File: config.mk
export PLATFORM = sky130hd
export DESIGN_NAME = control_fsm
export DESIGN_NICKNAME = d
export VERILOG_FILES = /design/src/rtl/control_fsm.sv
export SDC_FILE = /design/constraint.sdc
export NUM_CORES = 1
export LEC_CHECK = 0
export CAP_MARGIN = 30
export CORE_ASPECT_RATIO = 1.4
export CORE_MARGIN = 8
export CORE_UTILIZATION = 35
export CTS_CLUSTER_SIZE = 8
export DETAILED_ROUTE_END_ITERATION = 8
export HOLD_SLACK_MARGIN = 0.1
export PLACE_DENSITY = 0.71
export SLEW_MARGIN = 20
export SYNTH_ARGS = -nofsm -noshare
export SYNTH_HDL_FRONTEND = slang
export SYNTH_SLANG_ARGS = --single-unit
File: constraint.sdc
create_clock -name clk -period 2.6 [get_ports clk]
set_clock_uncertainty 0.2 [all_clocks]
set_input_delay 0.52 -clock clk [delete_from_list [all_inputs] [get_ports clk]]
set_output_delay 0.52 -clock clk [all_outputs]
set_load 0.01 [all_outputs]
File: src/rtl/control_fsm.sv
// Multi-cycle RV32I control sequencer: fetch, decode, execute, memory and write-back
// stepping plus program-counter management and trap entry.
module control_fsm #(
    parameter logic [31:0] RESET_PC = 32'h0000_0000,
    parameter logic [31:0] TRAP_VEC = 32'h0000_0010
) (
    input  logic        clk,
    input  logic        rst_n,
    input  logic [6:0]  opcode,
    input  logic [2:0]  funct3,
    input  logic        bit20,
    input  logic        branch_taken,
    input  logic [31:0] next_pc,
    input  logic        mem_ready,
    output logic        mem_req,
    output logic        mem_we,
    output logic        mem_addr_sel,
    output logic        ir_we,
    output logic        rf_we,
    output logic [31:0] pc,
    output logic [2:0]  state,
    output logic        trap
);

    localparam logic [6:0] OpLui    = 7'b0110111;
    localparam logic [6:0] OpAuipc  = 7'b0010111;
    localparam logic [6:0] OpJal    = 7'b1101111;
    localparam logic [6:0] OpJalr   = 7'b1100111;
    localparam logic [6:0] OpBranch = 7'b1100011;
    localparam logic [6:0] OpLoad   = 7'b0000011;
    localparam logic [6:0] OpStore  = 7'b0100011;
    localparam logic [6:0] OpImm    = 7'b0010011;
    localparam logic [6:0] OpOp     = 7'b0110011;
    localparam logic [6:0] OpFence  = 7'b0001111;
    localparam logic [6:0] OpSystem = 7'b1110011;

    typedef enum logic [2:0] {
        StFetch  = 3'd0,
        StDecode = 3'd1,
        StExec   = 3'd2,
        StMem    = 3'd3,
        StWb     = 3'd4,
        StTrap   = 3'd5
    } state_e;

    state_e      state_q;
    logic [31:0] pc_q;
    logic        is_ls_q, is_store_q, wr_rd_q, is_jump_q, is_branch_q;

    logic legal, wr_rd, do_trap;
    logic is_ls, is_store, is_jump, is_branch;

    // ECALL and EBREAK trap identically, so bit20 carries no information here.
    logic unused_bit20;
    assign unused_bit20 = bit20;

    always_comb begin
        legal = 1'b1;
        wr_rd = 1'b0;
        case (opcode)
            OpLui, OpAuipc, OpJal, OpJalr, OpLoad, OpImm, OpOp: wr_rd = 1'b1;
            OpBranch, OpStore, OpFence: wr_rd = 1'b0;
            OpSystem: wr_rd = (funct3 != 3'b000);
            default: legal = 1'b0;
        endcase
    end

    assign do_trap   = !legal || (opcode == OpSystem && funct3 == 3'b000);
    assign is_ls     = (opcode == OpLoad) || (opcode == OpStore);
    assign is_store  = (opcode == OpStore);
    assign is_jump   = (opcode == OpJal) || (opcode == OpJalr);
    assign is_branch = (opcode == OpBranch);

    // Instruction class is captured in DECODE so later outputs depend only on registers.
    always_ff @(posedge clk or negedge rst_n) begin
        if (!rst_n) begin
            state_q     <= StFetch;
            pc_q        <= RESET_PC;
            is_ls_q     <= 1'b0;
            is_store_q  <= 1'b0;
            wr_rd_q     <= 1'b0;
            is_jump_q   <= 1'b0;
            is_branch_q <= 1'b0;
        end else begin
            case (state_q)
                StFetch: begin
                    if (mem_ready) state_q <= StDecode;
                end
                StDecode: begin
                    is_ls_q     <= is_ls;
                    is_store_q  <= is_store;
                    wr_rd_q     <= wr_rd;
                    is_jump_q   <= is_jump;
                    is_branch_q <= is_branch;
                    if (do_trap) begin
                        state_q <= StTrap;
                        pc_q    <= TRAP_VEC;
                    end else begin
                        state_q <= StExec;
                    end
                end
                StExec: begin
                    state_q <= is_ls_q ? StMem : StWb;
                end
                StMem: begin
                    if (mem_ready) state_q <= StWb;
                end
                StWb: begin
                    if (is_jump_q || (is_branch_q && branch_taken)) begin
                        pc_q <= next_pc;
                    end else begin
                        pc_q <= pc_q + 32'd4;
                    end
                    state_q <= StFetch;
                end
                StTrap: begin
                    state_q <= StFetch;
                end
                default: begin
                    state_q <= StFetch;
                end
            endcase
        end
    end

    // Gating with rst_n drops any in-flight request the moment reset asserts.
    always_comb begin
        mem_req      = 1'b0;
        mem_we       = 1'b0;
        mem_addr_sel = 1'b0;
        ir_we        = 1'b0;
        rf_we        = 1'b0;
        trap         = 1'b0;
        if (rst_n) begin
            case (state_q)
                StFetch: begin
                    mem_req = 1'b1;
                    ir_we   = mem_ready;
                end
                StMem: begin
                    mem_req      = 1'b1;
                    mem_addr_sel = 1'b1;
                    mem_we       = is_store_q;
                end
                StWb:    rf_we = wr_rd_q;
                StTrap:  trap  = 1'b1;
                default: ;
            endcase
        end
    end

    assign pc    = pc_q;
    assign state = state_q;

endmodule

* Word-level counts from Yosys, hierarchy flattened
Index checks and enable logic that the tools add are counted.
** Operators by class
- Add/subtract/negate cells :: 1
- Equality and inequality tests :: 19
- Mux-type cells :: 22
- Reductions and logical operators :: 16
** Operators by type and width (number)
- 32-bit 2-to-1 mux :: 2
- 32-bit one-hot mux with 2 select lines :: 1
- 32-bit by 3-bit adder with 32-bit output, second input constant :: 1
- 7-bit equality test, second input constant :: 4
- 7-bit by 6-bit equality test with 1-bit output, second input constant :: 3
- 7-bit by 5-bit equality test with 1-bit output, second input constant :: 2
- 1-bit 2-to-1 mux :: 13
- 3-bit 2-to-1 mux :: 4
- 3-bit one-hot mux with 4 select lines :: 1
- 11-bit OR reduction :: 1
- 7-bit by 2-bit equality test with 1-bit output, second input constant :: 1
- 7-bit by 4-bit equality test with 1-bit output, second input constant :: 1
- 7-bit OR reduction :: 1
- 3-bit by 2-bit equality test with 1-bit output, second input constant :: 2
- 3-bit equality test, second input constant :: 2
- 3-bit logical NOT :: 2
- 2-bit inequality test, second input constant :: 3
- 1-bit logical OR :: 4
- 2-bit AND reduction :: 2
- 3-bit by 1-bit equality test with 1-bit output, second input constant :: 1
- 3-bit nonzero test :: 1
- 1-bit logical AND :: 2
- 1-bit one-hot mux with 2 select lines :: 1
- 2-bit nonzero test :: 1
- 2 further kinds :: 2
** Storage, ports and cells
- Register bits :: 40
- Bits of input ports :: 47
- Output and inout port bits :: 41
- Logic and storage cells :: 65

* Longest topological paths before layout
- Word-level depth :: 7
- Mapped depth :: 7
- Gate-level depth less buffers :: 6

* Worst setup path after synthesis
Ideal clock, no wire load.
- Path kind :: input -> register
- Start point :: input funct3[1]
- End point :: register pc_q[15], in the netlist pc[15]
- Setup time :: 126 ps
- Data arrival time :: 2187 ps
- Data required time :: 2274 ps
- Slack :: 87 ps
- Stages :: 6
- Path buffers :: 1
- Cell sequence :: or3_1 or4_1 nand4_1 o21ai_2 clkbuf_8 a221o_1
** On the way
- Word-level cells in the longest chain between the ends :: 5
** Ends and longest elaborated chain
- from (decl) :: RTL line 10 : input logic [2:0] funct3,
- 3-bit logical NOT :: RTL line 68 : assign do_trap = !legal || (opcode == OpSystem && funct3 == 3'b000);
- 1-bit logical AND :: RTL line 68
- 1-bit logical OR :: RTL line 68
- 2-bit inequality test (no source line)
- 2-bit AND reduction (no source line)
- to (signal assigned) :: RTL line 110 : pc_q <= next_pc;
- to (signal assigned) :: RTL line 112 : pc_q <= pc_q + 32'd4;
- to (decl) :: RTL line 47 : logic [31:0] pc_q;
No other way between the ends.
A chain may end at the register's enable or synchronous reset.

* Worst setup path after layout
- Start point :: input funct3[2]
- End point :: register pc_q[15], in the netlist pc[15]
The elaborated chain is that of the path after synthesis.

==> flow_metrics.env <==
export IMPL_start_util_pct=35.5
export IMPL_via_per_inst=5.68
export IMPL_status="finished clean"
export IMPL_wire_per_inst_um=17.6
export IMPL_drt_iter0_drc=193
export IMPL_async_flop_share_pct=100
export IMPL_grt_max_degree=35
export IMPL_slowest_stage="or4_4"
export IMPL_place_detailed_hpwl_mm=6.54
export IMPL_cp_buffers_inverters=2
export IMPL_ys_seq_area_share_pct=36.8
export IMPL_syn_cell_area_um2=2720
export IMPL_hold_class="primary input to async pin"
export IMPL_antenna_cells=0
export IMPL_finalMaxSlewViolations=0
export IMPL_cp_slowest_stage_delay_ns=0.43
export IMPL_post_route_min_period_ns=2.56
export IMPL_r2r_slack_ns=0.13
export IMPL_cts_max_level=2
export IMPL_synth_ff_type="dfrtp_1"
export IMPL_ir_drop_uv=408
export IMPL_routabilityCongestion=0.810
export IMPL_cts_root_buf="clkbuf_8"
export IMPL_hold_violations=0
export IMPL_insertion_delay_ns=0.30
export IMPL_ys_seq_elements=40
export IMPL_clockBufferDepth=2
export IMPL_synthCells=298
export IMPL_wl_mm=9.01
export IMPL_clk_pin_slew_worst_paths_ns=0.09
export IMPL_regToRegStartpoint="state[1]$_DFFE_PN0P_"
export IMPL_seqCellArea_um2=1000
export IMPL_drive_above_1_share_pct=15.3
export IMPL_numCtsBuffers=5
export IMPL_area_growth_pct=48.2
export IMPL_grt_pass1_vias=2924
export IMPL_dr_pass1_iters=4
export IMPL_cellLeakagePower_uw=0.00166
export IMPL_cp_max_fo=6
export IMPL_synth_fp_nets=346
export IMPL_slew_limit_headroom_pct=41.6
export IMPL_cts_tree="done"
export IMPL_worstRegToRegCells=6
export IMPL_fp_dieArea_um2=10900
export IMPL_place_ws_ns=-0.301
export IMPL_die_y_um=120
export IMPL_p_per_area_nw_per_um2=624
export IMPL_multiInputGateArea_um2=1610
export IMPL_cp_data_required_time_ns=2.60
export IMPL_maxCapViolCount=0
export IMPL_fin_crit_sh_pct=98.5
export IMPL_synth_avg_cell_area_um2=9.12
export IMPL_fin_setup_tns_ns=0
export IMPL_layout_common_cells="clkdlybuf4s50_1 (84), nand2_1 (43), dfrtp_1 (39)"
export IMPL_clkSinkCount=40
export IMPL_num_vias=2901
export IMPL_critical_path_endpoint_type="flop"
export IMPL_row_count=38
export IMPL_core_area_um2=7650
export IMPL_path_cells="clkdlybuf4s50_1 > or3_4 > or4_4 > nand4_1 > o21ai_4 > clkbuf_16 > a221o_1"
export IMPL_gr_total_overflow=0
export IMPL_final_common_cell="clkdlybuf4s50_1"
export IMPL_setup_viol=0
export IMPL_track_usage_pct=15.9
export IMPL_critical_path_class="primary input to flop"
export IMPL_synth_edf_count=0
export IMPL_io_pins=88
export IMPL_die_w_um=90.5
export IMPL_rr_endpoint="pc[15]$_DFFE_PN0P_"
export IMPL_fillCellCount=701
export IMPL_drc=0
export IMPL_crit_arrival_ns=2.56
export IMPL_ant_nets=0
export IMPL_tightest_slew_ns=0.873
export IMPL_startpoint_type="primary input"
export IMPL_fmaxAchievable_ghz=0.390
export IMPL_synth_cell_types=55
export IMPL_fin_nets=458
export IMPL_yosys_warnings=0
export IMPL_grt_pass1_wl_mm=14.4
export IMPL_antenna_found_initial=0
export IMPL_setup_ws_ns=0.0384
export IMPL_port_buffers=86
export IMPL_cp_top_family="simple AND/OR/NAND/NOR gates"
cell usage after synthesis (all sizes together), types with 4 or more instances:
cell type / count / share of area (%)
a21oi: 11 / 2.0
or4: 8 / 2.5
and4: 4 / 1.4
nor3: 4 / 0.74
nand2b: 5 / 1.2
buf: 6 / 2.2
a22o: 4 / 1.3
o31ai: 6 / 1.7
clkbuf: 10 / 1.7
nor4: 7 / 2.5
o41ai: 6 / 1.9
nand2: 43 / 5.9
inv: 6 / 0.83
nand3: 14 / 2.8
mux2i: 8 / 2.9
o211ai: 6 / 1.7
o311ai: 4 / 1.3
a32o: 4 / 1.5
nand4: 10 / 2.5
a221o: 13 / 4.8
and3: 4 / 0.92
o2bb2ai: 6 / 1.9
a211o: 5 / 1.7
a21o: 7 / 1.9
nor2: 14 / 1.9
o21ai: 6 / 1.2
or3: 12 / 2.9
dfrtp: 40 / 37
flip-flops by register name, summed over array words and instances (netlist names):
name / flops
is_jump_q: 1
is_branch_q: 1
pc: 32
wr_rd_q: 1
is_ls_q: 1
state: 3
is_store_q: 1
report_power, final:
| part | leakage [uW] | switching [uW] | total (uW) | internal, uW |
|---|---|---|---|---|
| clock network | 0.0000479 | 238 | 425 | 187 |
| logic | 0.00106 | 613 | 1280 | 663 |
| registers | 0.000546 | 114 | 815 | 701 |
repair_timing:
item	4_1_cts	5_1_grt
cloned	0	3
pin swaps	0	12
setup buffers	0	3
setup endpoints to repair	1	15
hold endpoints to repair	6	0
gates resized for setup	1	5
hold buffers	2	0
how the worst max path moves through the flow:
| stage | start | to | slack (ns) | cells past startpoint |
|---|---|---|---|---|
| after floorplan | funct3[1] | pc[15]$_DFFE_PN0P_ | 0.09 | 6 |
| after global placement | funct3[1] | pc[31]$_DFFE_PN0P_ | -0.27 | 7 |
| after detailed placement | funct3[1] | pc[27]$_DFFE_PN0P_ | -0.30 | 7 |
| after CTS | funct3[1] | pc[27]$_DFFE_PN0P_ | 0.01 | 7 |
| after global routing | funct3[2] | pc[15]$_DFFE_PN0P_ | -0.03 | 7 |
| final | funct3[2] | pc[15]$_DFFE_PN0P_ | 0.04 | 7 |
layer usage:
metal  global-route usage (%)  routed length [um]  up-vias  share of wire [%]
met5                        0                   0        -                  0
met3                     4.03                 518       15                5.7
met1                     18.0                3660     1397                 41
met4                     6.27                 180        0                2.0
li1                         -                   -     1398                  -
met2                     28.1                4650       91                 52
cells by family (layout without fill, tap and decap cells):
family | count (synthesis) | after routing | share of synthesized area, %
compound gates | 92 | 92 | 26.8
mux | 8 | 8 | 2.95
xor+xnor | 2 | 2 | 0.644
fa+ha+maj | 1 | 1 | 0.460
simple gates | 133 | 133 | 27.6
flops | 40 | 40 | 36.8
buf+inv | 22 | 135 | 4.79
final cells by class:
cell class,instances,area share [%]
inverters,6,0.559
repair buffers,121,29.4
multi-input cells,236,39.9
clock inverters,3,0.466
flip-flops and latches,40,24.9
well taps,100,3.10
clock buffers,5,1.71
per-stage QoR:
stage                     area (um^2)  hold WS [ns]  cells  total power, uW  util, %
after floorplan                  2720        0.0244    298             1370        -
after global placement           3820         0.173    495             1890     49.9
after detailed placement         3820         0.173    495             1910     49.9
after CTS                        3930         0.192    505             2330     51.3
after global routing             4030         0.207    511             2680     52.6
final                            4030         0.173    511             2520     52.6
Note: power is estimated with default switching activity, not from simulation.
